--- config.mk ---
export PLATFORM = sky130hd
export DESIGN_NAME = shift_feeder
export DESIGN_NICKNAME = d
export VERILOG_FILES = /design/src/rtl/shift_feeder.sv
export SDC_FILE = /design/constraint.sdc
export NUM_CORES = 1
export LEC_CHECK = 0
export CAP_MARGIN = 20
export CORE_UTILIZATION = 50
export DETAILED_ROUTE_END_ITERATION = 10
export GPL_TIMING_DRIVEN = 1
export HOLD_SLACK_MARGIN = 0.08
export PLACE_DENSITY = 0.71
export SLEW_MARGIN = 5
export SYNTH_ARGS = -nofsm -noshare
export SYNTH_HDL_FRONTEND = slang
export SYNTH_SLANG_ARGS = --single-unit
--- constraint.sdc ---
create_clock -name CLK -period 2.59 [get_ports CLK]
set_clock_uncertainty 0.2 [all_clocks]
set_input_delay 0.259 -clock CLK [delete_from_list [all_inputs] [get_ports CLK]]
set_output_delay 0.259 -clock CLK [all_outputs]
set_load 0.01 [all_outputs]
--- src/rtl/shift_feeder.sv ---
// Paces FIFO'd words into a shift register, one shift pulse per word, with min GAP idle cycles; optional SHIFT_FEEDER_STALL_CNT_EN stall counter.
// Latency: word accepted at edge k is on O with shift=1 after edge k+1 (FIFO empty, gap idle).
// Backpressure: in_ready drops when the FIFO is full, a drain is pending, or RESETN is low.
module shift_feeder #(
    parameter int WIDTH      = 4,
    parameter int FIFO_DEPTH = 4,
    parameter int PIPE_DEPTH = 4,
    parameter int GAP        = 0
) (
    input  logic                        CLK,
    input  logic                        RESETN,
    input  logic [WIDTH-1:0]            in_data,
    input  logic                        in_valid,
    output logic                        in_ready,
    input  logic                        drain,
    output logic [WIDTH-1:0]            O,
    output logic                        shift,
    output logic                        busy,
    output logic [$clog2(FIFO_DEPTH):0] count
`ifdef SHIFT_FEEDER_STALL_CNT_EN
    ,
    output logic [15:0]                 stall_count
`endif
);

    localparam int AW = $clog2(FIFO_DEPTH);
    localparam int GW = (GAP > 0) ? $clog2(GAP + 1) : 1;
    localparam int DW = $clog2(PIPE_DEPTH + 1);

    typedef enum logic [1:0] {IDLE, ISSUE, DRAIN} state_t;

    state_t           state, state_nxt;
    logic [WIDTH-1:0] mem [FIFO_DEPTH];
    logic [AW:0]      wr_ptr, rd_ptr;
    logic [GW-1:0]    gap_cnt;
    logic [DW-1:0]    zero_cnt;
    logic             drain_pending;
    logic             empty, full, push, pop, zero_shift, gap_zero, drain_done;

    // Pointers carry an extra bit so a full FIFO is distinguishable from empty.
    assign count    = wr_ptr - rd_ptr;
    assign empty    = (count == '0);
    assign full     = (count == (AW+1)'(FIFO_DEPTH));
    assign gap_zero = (gap_cnt == '0);
    assign in_ready = !full && !drain_pending && RESETN;
    assign push     = in_valid && in_ready;
    assign busy     = !empty || drain_pending || (state != IDLE);

    always_comb begin
        state_nxt  = state;
        pop        = 1'b0;
        zero_shift = 1'b0;
        drain_done = 1'b0;
        case (state)
            IDLE, ISSUE: begin
                pop = !empty && gap_zero;
                if (drain_pending && empty && gap_zero)
                    state_nxt = DRAIN;
                else if ((state == ISSUE) && empty && !drain_pending)
                    state_nxt = IDLE;
                else if ((state == IDLE) && !empty)
                    state_nxt = ISSUE;
            end
            DRAIN: begin
                zero_shift = gap_zero;
                if (gap_zero && (zero_cnt == DW'(PIPE_DEPTH - 1))) begin
                    drain_done = 1'b1;
                    state_nxt  = IDLE;
                end
            end
            default: state_nxt = IDLE;
        endcase
    end

    always_ff @(posedge CLK) begin
        if (!RESETN) begin
            state         <= IDLE;
            wr_ptr        <= '0;
            rd_ptr        <= '0;
            gap_cnt       <= '0;
            zero_cnt      <= '0;
            drain_pending <= 1'b0;
            O             <= '0;
            shift         <= 1'b0;
        end else begin
            state <= state_nxt;
            shift <= pop || zero_shift;
            if (push)
                wr_ptr <= wr_ptr + 1'b1;
            if (pop) begin
                rd_ptr <= rd_ptr + 1'b1;
                O      <= mem[rd_ptr[AW-1:0]];
            end else if (zero_shift) begin
                O <= '0;
            end
            if (pop || zero_shift)
                gap_cnt <= GW'(GAP);
            else if (!gap_zero)
                gap_cnt <= gap_cnt - 1'b1;
            if (zero_shift)
                zero_cnt <= drain_done ? '0 : zero_cnt + 1'b1;
            // A drain request arriving while one is already queued or running is dropped.
            if (drain && (state != DRAIN) && !drain_pending)
                drain_pending <= 1'b1;
            else if (drain_done)
                drain_pending <= 1'b0;
        end
    end

    always_ff @(posedge CLK) begin
        if (push)
            mem[wr_ptr[AW-1:0]] <= in_data;
    end

`ifdef SHIFT_FEEDER_STALL_CNT_EN
    always_ff @(posedge CLK) begin
        if (!RESETN)
            stall_count <= '0;
        else if (in_valid && !in_ready && (stall_count != 16'hFFFF))
            stall_count <= stall_count + 1'b1;
    end
`endif

endmodule

Word level (Yosys, flattened, before mapping) --
Memory sizes are Yosys's and may differ from the RTL's. A register that Yosys moved wholly into a read port is not among the register bits. Index checks and enable logic that the tools add are counted.
Word-level totals: bits in writable memories 16, memories kept 1, output and inout bits 10, input port bits 8, bits in registers 18
Cells by class: bitwise logic cells 2, reduce and logical (&&, ||, !) cells 26, muxes and demuxes 18, equal/unequal tests 7, add/sub/neg operators 5
Memory list:
- mem | depth 4, width 4, read ports 1, clocked after memory_dff 1, write ports 1, RTL line 33 | logic [WIDTH-1:0] mem [FIFO_DEPTH];
Operators by type and width (number):
- logical AND 1 bit | 12
- two-way mux 2 bit | 6
- adder 3 x 1 -> 3 bit, second input constant | 3
- two-way mux 1 bit | 8
- two-way mux 4 bit | 2
- nonzero test 2 bit | 3
- != test 2 bit, second input constant | 2
- != test 4 bit, second input constant | 1
- case mux 2 bit (2 select lines) | 1
- == test 3 x 2 -> 1 bit, second input constant | 1
- == test 3 bit, second input constant | 1
- logical NOT 1 bit | 3
- logical NOT 3 bit | 1
- logical OR 1 bit | 3
- two-way mux 3 bit | 1
- OR reduction 3 bit | 1
- subtractor 3 bit | 1
- == test 2 x 1 -> 1 bit, second input constant | 1
- == test 2 bit, second input constant | 1
- logical NOT 2 bit | 1
- NOT 1 bit | 2
- AND reduction 2 bit | 1
- OR reduction 2 bit | 1
- subtractor 1 bit, second input constant | 1

Logic depth before layout (Yosys ltp) --
word-level depth 8, depth in mapped cells 6, depth with buffers taken out 6

Least setup slack after synthesis --
Ideal clock, no wire load.
path kind reg2reg, from register wr_ptr[0], to memory mem[0][0] (enable), setup time 309 ps, arrival 1859 ps, clock period less this slack 2369 ps, cell stages (with the launch flop) 7, required time 2081 ps, slack 221 ps, path through dfxtp_1 > inv_1 > ha_1 > fa_1 > xor3_2 > a21boi_0 > and3_1
Between the ends: longest elaborated chain between the ends 8
RTL lines:
- start: declaration | RTL line 34 | logic [AW:0] wr_ptr, rd_ptr;
- start signal: assignment | RTL line 89 | wr_ptr <= wr_ptr + 1'b1;
- subtractor 3 bit | RTL line 41 | assign count = wr_ptr - rd_ptr;
- via count[2] | RTL line 19 | output logic [$clog2(FIFO_DEPTH):0] count
- == test 3 bit | RTL line 43 | assign full = (count == (AW+1)'(FIFO_DEPTH));
- logical NOT 1 bit | RTL line 45 | assign in_ready = !full && !drain_pending && RESETN;
- logical AND 1 bit (2 in series) | RTL line 45
- logical AND 1 bit | RTL line 46 | assign push = in_valid && in_ready;
- two-way mux 1 bit | RTL line 111 | if (push)
- two-way mux 1 bit (not written as such) | RTL line 112 | mem[wr_ptr[AW-1:0]] <= in_data;
- end: declaration | RTL line 33
The timed path passes the listed nets, and every way through them passes these cells.

Worst setup path in the final report --
from register wr_ptr[0], to output in_ready
Between the ends: longest elaborated chain between the ends 5
RTL lines:
- subtractor 3 bit | RTL line 41
- == test 3 bit | RTL line 43
- logical NOT 1 bit | RTL line 45
- logical AND 1 bit (2 in series) | RTL line 45
- end: declaration | RTL line 14 | output logic in_ready,
No other way between the ends.

==> impl_metrics.yaml <==
run_status:
  run_status: "finished clean"
cells_and_area:
  antennaDiodeCount: 0
  stdcell_area_um2: 2030
  layout_common_cells: "19 x dfxtp_1, 17 x nand2_1, 16 x edfxtp_1"
  drive_gt1_frac: 0.216
  nFillCells: 248
  syn2layout_area_growth_pct: 24.7
  layout_commonest_cell: "dfxtp_1"
  final_nets: 178
synth:
  syn_nets: 149
  seq_area_frac_synth: 0.541
  synth_xor_area_frac: 0.0207
  ys_types: 34
  synth_top_family_by_area: "simple AND/OR/NAND/NOR gates"
  synth-compound-area-share: 0.0714
  synth_adder_area_share: 0.0737
  synth-seq-cells: 36
  synth_area_per_cell_um2: 12.3
  synth_warnings: 0
  synth-simple-area-share: 0.141
  synth.area.mux_share: 0.123
  syn_inst: 132
  syn_area_um2: 1630
route:
  drt_iter0_drc: 23
  postRouteAntennaNets: 0
  drc_errors: 0
  num_vias: 1072
  vias_per_cell: 5.20
  firstDrtPassIters: 4
  routed_wl_mm: 2.83
  wl_per_cell_um: 13.8
sta:
  clock.fmax_mhz: 407
  hold_ws_ps: 256
  hold_violations: 0
  period_share: 0.948
  final_max_slew_viol_count: 0
  setup_tns_ps: 0
  min_period_ps: 2460
  rsz0062_at_grt: "false"
  finalSetupViolations: 0
setup_path:
  crit_required_ps: 2130
  arrival_ps: 2000
  path_max_fanout: 6
  r2r_setup_slack_ps: 170
  r2r-start: "wr_ptr[0]"
  worstSetupEndpointType: "output port"
  start_kind: "flop"
  path_class: "flop to output port"
  rr_worst_depth: 8
  critical_path.reg2reg.endpoint: "mem[3][2]"
clock_network:
  path_clk_slew_ps: 110
  clockRootBuffer: "clkbuf_4"
  cts_buffer_depth: 2
  hold_buffers: 0
  clock_latency_ps: 340
  cts_inserted_buffers: 5
  cts_max_level: 2
  numClockSinks: 36
  cts_tree: "yes"
power_and_ir_drop:
  total_power_mw: 1.93
  p_leak_nw: 0.807
  cellPowerDensity_nw_per_um2: 952
  ir_drop_mv: 0.429
floorplan:
  initial_utilization: 0.529
  dieWidth_um: 59.1
  dieArea_um2: 3490
  io_pins: 18
  core-area_um2: 3080
  rows: 20
  die_h_um: 59.1
place:
  io_buffers: 17
  gp_congestion: 0.728
  dp_hpwl_mm: 1.99
  post_dp_cell_area_um2: 1870
global_route:
  overflow: 0
  grt_max_degree: 28
  grt_pass1_wl_mm: 4.55
  grtUsageTotal: 0.185
  grt_pass1_vias: 984
  grt_antenna_before_repair: 0
job:
  max_cap_violations: 0
worst_hold_path:
  min_to: "zero_cnt[2]"
  min_path_cells: 2
  hold_start: "zero_cnt[2]"
  hp-class: "flop to flop"
cell type report:
cell class	count	area, µm²	share of cell area
clock inverters	3	42.5	0.0209
repair buffers	26	244	0.120
flip-flops and latches	36	882	0.434
inverters	6	22.5	0.0111
multi-input cells	86	747	0.368
well taps	44	55.1	0.0271
clock buffers	5	37.5	0.0185
flip-flops by register name, indices dropped and copies added (netlist names), named ones only:
signal	flops
mem	16
O	4
rd_ptr	3
wr_ptr	3
zero_cnt	3
state	2
drain_pending	1
gap_cnt	1
shift	1
how the worst max path moves through the flow:
stage / start / to / slack, ps / depth (start not counted)
after floorplan: wr_ptr[0] / mem[0][0] / 220 / 6
final: wr_ptr[0] / in_ready / 130 / 6
after global placement: wr_ptr[0] / in_ready / 130 / 6
after detailed placement: wr_ptr[0] / in_ready / 110 / 6
after global routing: wr_ptr[0] / in_ready / 40 / 6
after CTS: wr_ptr[0] / rd_ptr[1] / 9 / 9
routing by layer:
metal	vias up	global-route usage	wire [µm]
met5	-	0	0
li1	533	-	-
met3	7	0.0459	72
met4	0	0.102	62
met2	17	0.302	1410
met1	515	0.224	1290
repair_timing:
item | 4_1_cts | 5_1_grt
setup buffers | 3 | 1
resized for setup | 26 | 3
pin swaps | 4 | 2
gates cloned | 0 | 0
setup endpoints to repair | 3 | 28
kinds of logic after synthesis:
logic type | after synthesis
AOI/OAI and AO/OA | 15
DFF | 36
muxes | 15
and+or+nand+nor | 44
other | 1
xor gates and xnor gates | 2
buffers and inverters | 10
adders and majority gates | 9
Yosys cell counts (all sizes together):
master	instances	area share
fa	1	0.012
o21a	1	0.0046
or3b	1	0.0054
mux4	4	0.055
nand3b	1	0.0046
xor3	1	0.015
or2b	1	0.0046
nor2	2	0.0046
xnor2	1	0.0054
a21boi	6	0.028
o2111ai	1	0.0054
ha	8	0.061
inv	6	0.014
mux2i	11	0.068
nor2b	3	0.012
and4b	1	0.0061
nor3	1	0.0031
a21oi	3	0.0092
nand2b	5	0.019
conb	1	0.0023
dfxtp	20	0.25
nand3	5	0.015
o211a	1	0.0061
edfxtp	16	0.29
o21ai	2	0.013
a2111oi	1	0.0054
nand2	17	0.039
and2	2	0.0077
or3	2	0.0077
buf	1	0.0069
clkbuf	3	0.0069
and3	3	0.012
critical path, stage by stage (launching register included):
cell and delay (ps):
dfxtp_2 350, inv_2 50, ha_4 150, fa_2 580, and2_1 280, a21boi_1 100
buf_2 140
report_power, final:
group          leakage (nW)  total [mW]  internal, mW  switching, mW
Sequential            0.309       0.749         0.680         0.0692
Combinational         0.457       0.792         0.440          0.352
Clock                0.0412       0.391         0.201          0.190
Total                 0.807        1.93          1.32          0.612
per-stage QoR:
stage,utilization,cells,setup slack [ps]
floorplan,-,132,221
global placement,0.607,194,135
detailed placement,0.607,194,107
CTS,0.650,205,9.09
global route,0.660,206,36.0
finish,0.660,206,135
Power figures use the tool's default switching activity.
